File: config.mk
export PLATFORM = sky130hd
export DESIGN_NAME = mem_port_arbiter
export DESIGN_NICKNAME = d
export VERILOG_FILES = /design/src/rtl/mem_port_arbiter_pkg.sv /design/src/rtl/mem_port_arbiter_rr_arb2.sv /design/src/rtl/mem_port_arbiter.sv
export SDC_FILE = /design/constraint.sdc
export NUM_CORES = 1
export LEC_CHECK = 0
export CORE_UTILIZATION = 34
export CTS_BUF_LIST = sky130_fd_sc_hd__clkbuf_4 sky130_fd_sc_hd__clkbuf_8 sky130_fd_sc_hd__clkbuf_16
export DETAILED_ROUTE_END_ITERATION = 16
export HOLD_SLACK_MARGIN = 0.02
export PLACE_DENSITY = 0.82
export SLEW_MARGIN = 40
export SYNTH_ARGS = -nofsm -noshare
export SYNTH_HDL_FRONTEND = slang
export SYNTH_SLANG_ARGS = --single-unit
export TNS_END_PERCENT = 100
File: constraint.sdc
create_clock -name clk -period 1.35 [get_ports clk]
set_input_delay 0.2025 -clock clk [delete_from_list [all_inputs] [get_ports clk]]
set_output_delay 0.2025 -clock clk [all_outputs]
set_load 0.1 [all_outputs]
File: src/rtl/mem_port_arbiter_pkg.sv
// Shared types and defaults for the two-requester RAM port arbiter.
package mem_arb_pkg;

    localparam int DATA_W_DEF = 8;
    localparam int ADDR_W_DEF = 3;
    localparam int NUM_REQ    = 2;

    // Requester index: 0 or 1.
    typedef logic req_id_t;

    // Read-response tag carried alongside the RAM read latency.
    typedef struct packed {
        logic    valid;
        req_id_t id;
    } rsp_tag_t;

    // One-hot strobe for a requester id.
    function automatic logic [NUM_REQ-1:0] id_to_onehot(input req_id_t id);
        return id ? 2'b10 : 2'b01;
    endfunction

endpackage

File: src/rtl/mem_port_arbiter_rr_arb2.sv
// Two-way arbiter. Default build: round-robin, the pointer names the
// requester that wins a tie and moves only on an accepted handshake.
// With ARB_FIXED_PRIO_EN defined, requester 0 always wins and the pointer
// does not exist.
module rr_arb2
    import mem_arb_pkg::*;
(
    input  logic       clk,
    input  logic       rst,
    input  logic [1:0] valid,
    input  logic       accept,
    output logic [1:0] grant
);

`ifdef ARB_FIXED_PRIO_EN

    // Clock, reset and accept have no role without a pointer.
    logic unused_ports;
    assign unused_ports = clk ^ rst ^ accept;

    // Fixed priority: requester 0 first.
    always_comb begin
        grant = 2'b00;
        if (valid[0])
            grant = 2'b01;
        else if (valid[1])
            grant = 2'b10;
    end

`else

    req_id_t prio;

    // Pointer: after a grant to requester i, the other one wins the next tie.
    always_ff @(posedge clk or posedge rst) begin
        if (rst)
            prio <= 1'b0;
        else if (accept)
            prio <= grant[0];
    end

    // Grant the lone requester, or the pointer's choice on contention.
    always_comb begin
        grant = 2'b00;
        case (valid)
            2'b01:   grant = 2'b01;
            2'b10:   grant = 2'b10;
            2'b11:   grant = prio ? 2'b10 : 2'b01;
            default: grant = 2'b00;
        endcase
    end

`endif

endmodule

File: src/rtl/mem_port_arbiter.sv
// Shares one registered-read RAM port between two requesters.
// Accepted commands are registered onto the RAM port one cycle later; reads
// return to their requester two cycles after acceptance through a two-stage
// tag pipeline. Optional build macro: ARB_FIXED_PRIO_EN (fixed priority
// to requester 0 instead of round-robin).
module mem_port_arbiter
    import mem_arb_pkg::*;
#(
    parameter int DATA_W = DATA_W_DEF,
    parameter int ADDR_W = ADDR_W_DEF
) (
    input  logic                  clk,
    input  logic                  rst,
    input  logic [1:0]            req_valid,
    input  logic [1:0]            req_we,
    input  logic [2*ADDR_W-1:0]   req_addr,
    input  logic [2*DATA_W-1:0]   req_wdata,
    output logic [1:0]            req_ready,
    output logic [1:0]            rsp_valid,
    output logic [DATA_W-1:0]     rsp_rdata,
    output logic                  mem_en,
    output logic                  mem_we,
    output logic [ADDR_W-1:0]     mem_addr,
    output logic [DATA_W-1:0]     mem_din,
    input  logic [DATA_W-1:0]     mem_dout
);

    logic     [1:0] grant;
    logic           accept;
    req_id_t        gnt_id;
    rsp_tag_t       tag_s1;
    rsp_tag_t       tag_s2;

    rr_arb2 u_arb (
        .clk    (clk),
        .rst    (rst),
        .valid  (req_valid),
        .accept (accept),
        .grant  (grant)
    );

    // Grants are suppressed while reset is held so nothing is handshaken.
    always_comb begin
        req_ready = rst ? 2'b00 : grant;
        accept    = |(req_valid & req_ready);
        gnt_id    = req_ready[1];
    end

    // RAM port registers; address and data hold when nothing is accepted.
    always_ff @(posedge clk or posedge rst) begin
        if (rst) begin
            mem_en   <= 1'b0;
            mem_we   <= 1'b0;
            mem_addr <= '0;
            mem_din  <= '0;
        end else begin
            mem_en <= accept;
            mem_we <= accept & req_we[gnt_id];
            if (accept) begin
                mem_addr <= req_addr[int'(gnt_id)*ADDR_W +: ADDR_W];
                mem_din  <= req_wdata[int'(gnt_id)*DATA_W +: DATA_W];
            end
        end
    end

    // Read tags follow the RAM latency; reset drops anything in flight.
    always_ff @(posedge clk or posedge rst) begin
        if (rst) begin
            tag_s1 <= '0;
            tag_s2 <= '0;
        end else begin
            tag_s1.valid <= accept & ~req_we[gnt_id];
            tag_s1.id    <= gnt_id;
            tag_s2       <= tag_s1;
        end
    end

    // Response strobe and data, forced to zero when no response is due.
    always_comb begin
        rsp_valid = tag_s2.valid ? id_to_onehot(tag_s2.id) : 2'b00;
        rsp_rdata = tag_s2.valid ? mem_dout : '0;
    end

endmodule

==> impl_metrics.json <==
{
  "final-hold-violation-count": 0,
  "fin_crit_ns": 1.42,
  "dp_cells": 184,
  "slew_headroom_pct": 82.8,
  "clock_power_share_pct": 14.9,
  "drc": 0,
  "cts_made_buffers": 3,
  "worst-setup-path-type": "reg -> out",
  "powerDensity_mw_per_mm2": 1150,
  "clk_pin_slew_worst_paths_ns": 0.09,
  "stdcell_count": 192,
  "cts_tree": "yes",
  "status": "finished, violations left",
  "reg2regPathDepth": 5,
  "grt_start_max_net_pins": 19,
  "p_leak_nw": 0.835,
  "finalNetCount": 199,
  "reg2reg_from": "u_arb.prio",
  "crit_fanout": 3,
  "via_per_inst": 5.16,
  "m1WireLength_um": 1040,
  "diodes": 0,
  "hpwl_um": 2220,
  "syn_inst": 93,
  "post-route-util_pct": 76.4,
  "highest_layer": "met4",
  "syn-cell-area_sq_um": 890,
  "endpoint": "req_ready[1]",
  "yosysTopAreaCellShare_pct": 50.6,
  "clock-sinks": 18,
  "drt_iter0_markers": 18,
  "syn_to_final_growth_pct": 113,
  "grt_pass1_wl_um": 4140,
  "rsz0062_at_grt": "true",
  "vias": 991,
  "ys_types": 21,
  "finClkSkew_ns": 0.00322,
  "core.rowCount": 18,
  "syn_nets": 129,
  "drive_above_1_share_pct": 35.8,
  "pin_count": 61,
  "core_area_sq_mm": 0.00248,
  "fp.dieW_um": 53.2,
  "postRouteAntennaNets": 0,
  "crit_path_start_kind": "register",
  "ys_warn_count": 0,
  "gp_congestion": 0.741,
  "cp.arrival_ns": 1.22,
  "fp.dieArea_sq_mm": 0.00282,
  "intPower_mw": 1.23,
  "startpoint": "u_arb.prio",
  "wl_met3_um": 246,
  "switching_share_pct": 43.4,
  "synthTopCellsByArea": "dfrtp_1 (51%), a22oi_1 (9.3%), and2_1 (7.0%)",
  "grt_usage_pct": 20.7,
  "grt_pass1_vias": 920,
  "hold_path_class": "in -> async",
  "syn_area_per_cell_sq_um": 9.57,
  "clk_path_buf_depth": 2,
  "maxSlewViolCount": 0,
  "synth_seq_area_share_pct": 50.6,
  "portBuffers": 60,
  "wire_per_inst_um": 14.9,
  "r2r_end": "mem_din[4]",
  "root_buffer": "clkbuf_4",
  "fin_crit_sh_pct": 105,
  "h-tree-depth": 1,
  "antenna_found_initial": 0,
  "met2_length_um": 1530,
  "crit_path_end_kind": "primary output",
  "drt-total-wl_um": 2860,
  "drv_cap": 0,
  "clkLatencyLatePin_ns": 0.29,
  "violations": "negative setup slack",
  "die_h_um": 53.2,
  "tightest_slew_ns": 0.256,
  "ir_worst_vdd_uv": 968,
  "crit_required_ns": 1.15,
  "ys_seq_elements": 18,
  "hold-worst-slack_ns": 0.0877,
  "max_freq_mhz": 704,
  "switchingPower_mw": 0.947,
  "setup_violations": 1,
  "place_ws_ns": -0.217,
  "initial_utilization_pct": 35.9,
  "dr.pass1.iters": 4,
  "layout_setup_ws_ns": -0.0705,
  "overflow": 0,
  "p_total_mw": 2.18,
  "power_frac_seq_pct": 31.1,
  "yosys.area.top_type": "dfrtp_1",
  "power_frac_comb_pct": 54.0,
  "r2r_slack_ns": 0.09
}
worst max-delay path: stages (launching register included):
cell	delay (ns)
dfrtp_1	0.41
nand2b_4	0.17
nand2_4	0.08
clkinvlp_4	0.10
buf_12	0.17
routing by layer:
metal | track usage [%] | vias up
met1 | 21.8 | 478
met4 | 10.5 | 0
met5 | 0 | -
met3 | 4.02 | 5
met2 | 38.4 | 46
li1 | - | 462
how the worst min path moves through the flow:
stage                     depth (start not counted)     endpoint  startpoint
after floorplan                                   1  mem_addr[0]         rst
after global placement                            0    tag_s2[1]   tag_s1[1]
after detailed placement                          0    tag_s2[0]   tag_s1[0]
after CTS                                         3   mem_din[4]         rst
after global routing                              3   mem_din[4]         rst
final                                             3   u_arb.prio         rst
flip-flops by register name (all words and copies together), names as in the netlist:
name,cells
mem_en,1
mem_we,1
tag_s1,2
tag_s2,2
mem_addr,3
u_arb.prio,1
mem_din,8
cells in the mapped netlist, drive strengths merged:
master  instances
inv             3
a22oi          11
o21bai          1
nor3            1
nor2b           1
a21boi          1
o21a            2
nand2b          1
dfrtp          18
and2b           2
and2           10
a21oi          11
o21ai          11
nand2          13
buf             6
and3            1
cell type report:
class | instances | area [sq um]
Inverter | 3 | 15.0
Sequential cell | 18 | 452
Clock buffer | 4 | 36.3
Tap cell | 30 | 37.5
Timing Repair Buffer | 71 | 930
Fill cell | 173 | 584
Multi-Input combinational cell | 66 | 423
through the flow:
step / instance area (sq um) / TNS (ns)
finish: 1890 / -0.0705
global route: 1890 / -0.305
CTS: 1870 / -0.0751
detailed placement: 1820 / -2.22
global placement: 1820 / -1.33
floorplan: 930 / -0.183
cells in the final DEF, fill, tap and decap left out:
master and count:
clkdlybuf4s50_1 32, buf_12 25, dfrtp_1 17, nand2_1 12, a22oi_1 11, a21oi_1 11, buf_4 11, and2_2 9
o21ai_1 7, o21ai_0 4, clkbuf_4 3, dlygate4sd2_1 3, o21a_1 2, o21bai_4 1, inv_2 1, and2b_1 1
and2b_4 1, nand2b_4 1, nand2_4 1, clkinvlp_4 1, nor2b_4 1, and2_4 1, and3_1 1, a21boi_0 1
nor3_1 1, inv_1 1, clkbuf_8 1, dfrtp_2 1
power by group through the flow:
stage                     registers [mW]  logic [mW]  clock network [mW]
after floorplan                     1.05       0.295                   0
after global placement             0.682        1.15                   0
after detailed placement           0.687        1.17                   0
after CTS                          0.677        1.17               0.334
after global routing               0.686        1.22               0.371
final                              0.678        1.18               0.324
kinds of logic (layout without fill, tap and decap cells):
group / count (synthesis) / after routing / share of synthesized area, %
AND/OR/NAND/NOR: 29 / 29 / 17.2
buffers and inverters: 9 / 78 / 5.91
flip-flops: 18 / 18 / 50.6
AO/OA/AOI/OAI: 37 / 37 / 26.3
timing repair:
action	in CTS	in global routing
cloned	0	0
pin swaps	0	1
setup endpoints to repair	4	13
gates resized for setup	4	2
setup buffers	2	2
hold buffers	0	0
(Power assumes the default switching activity.)
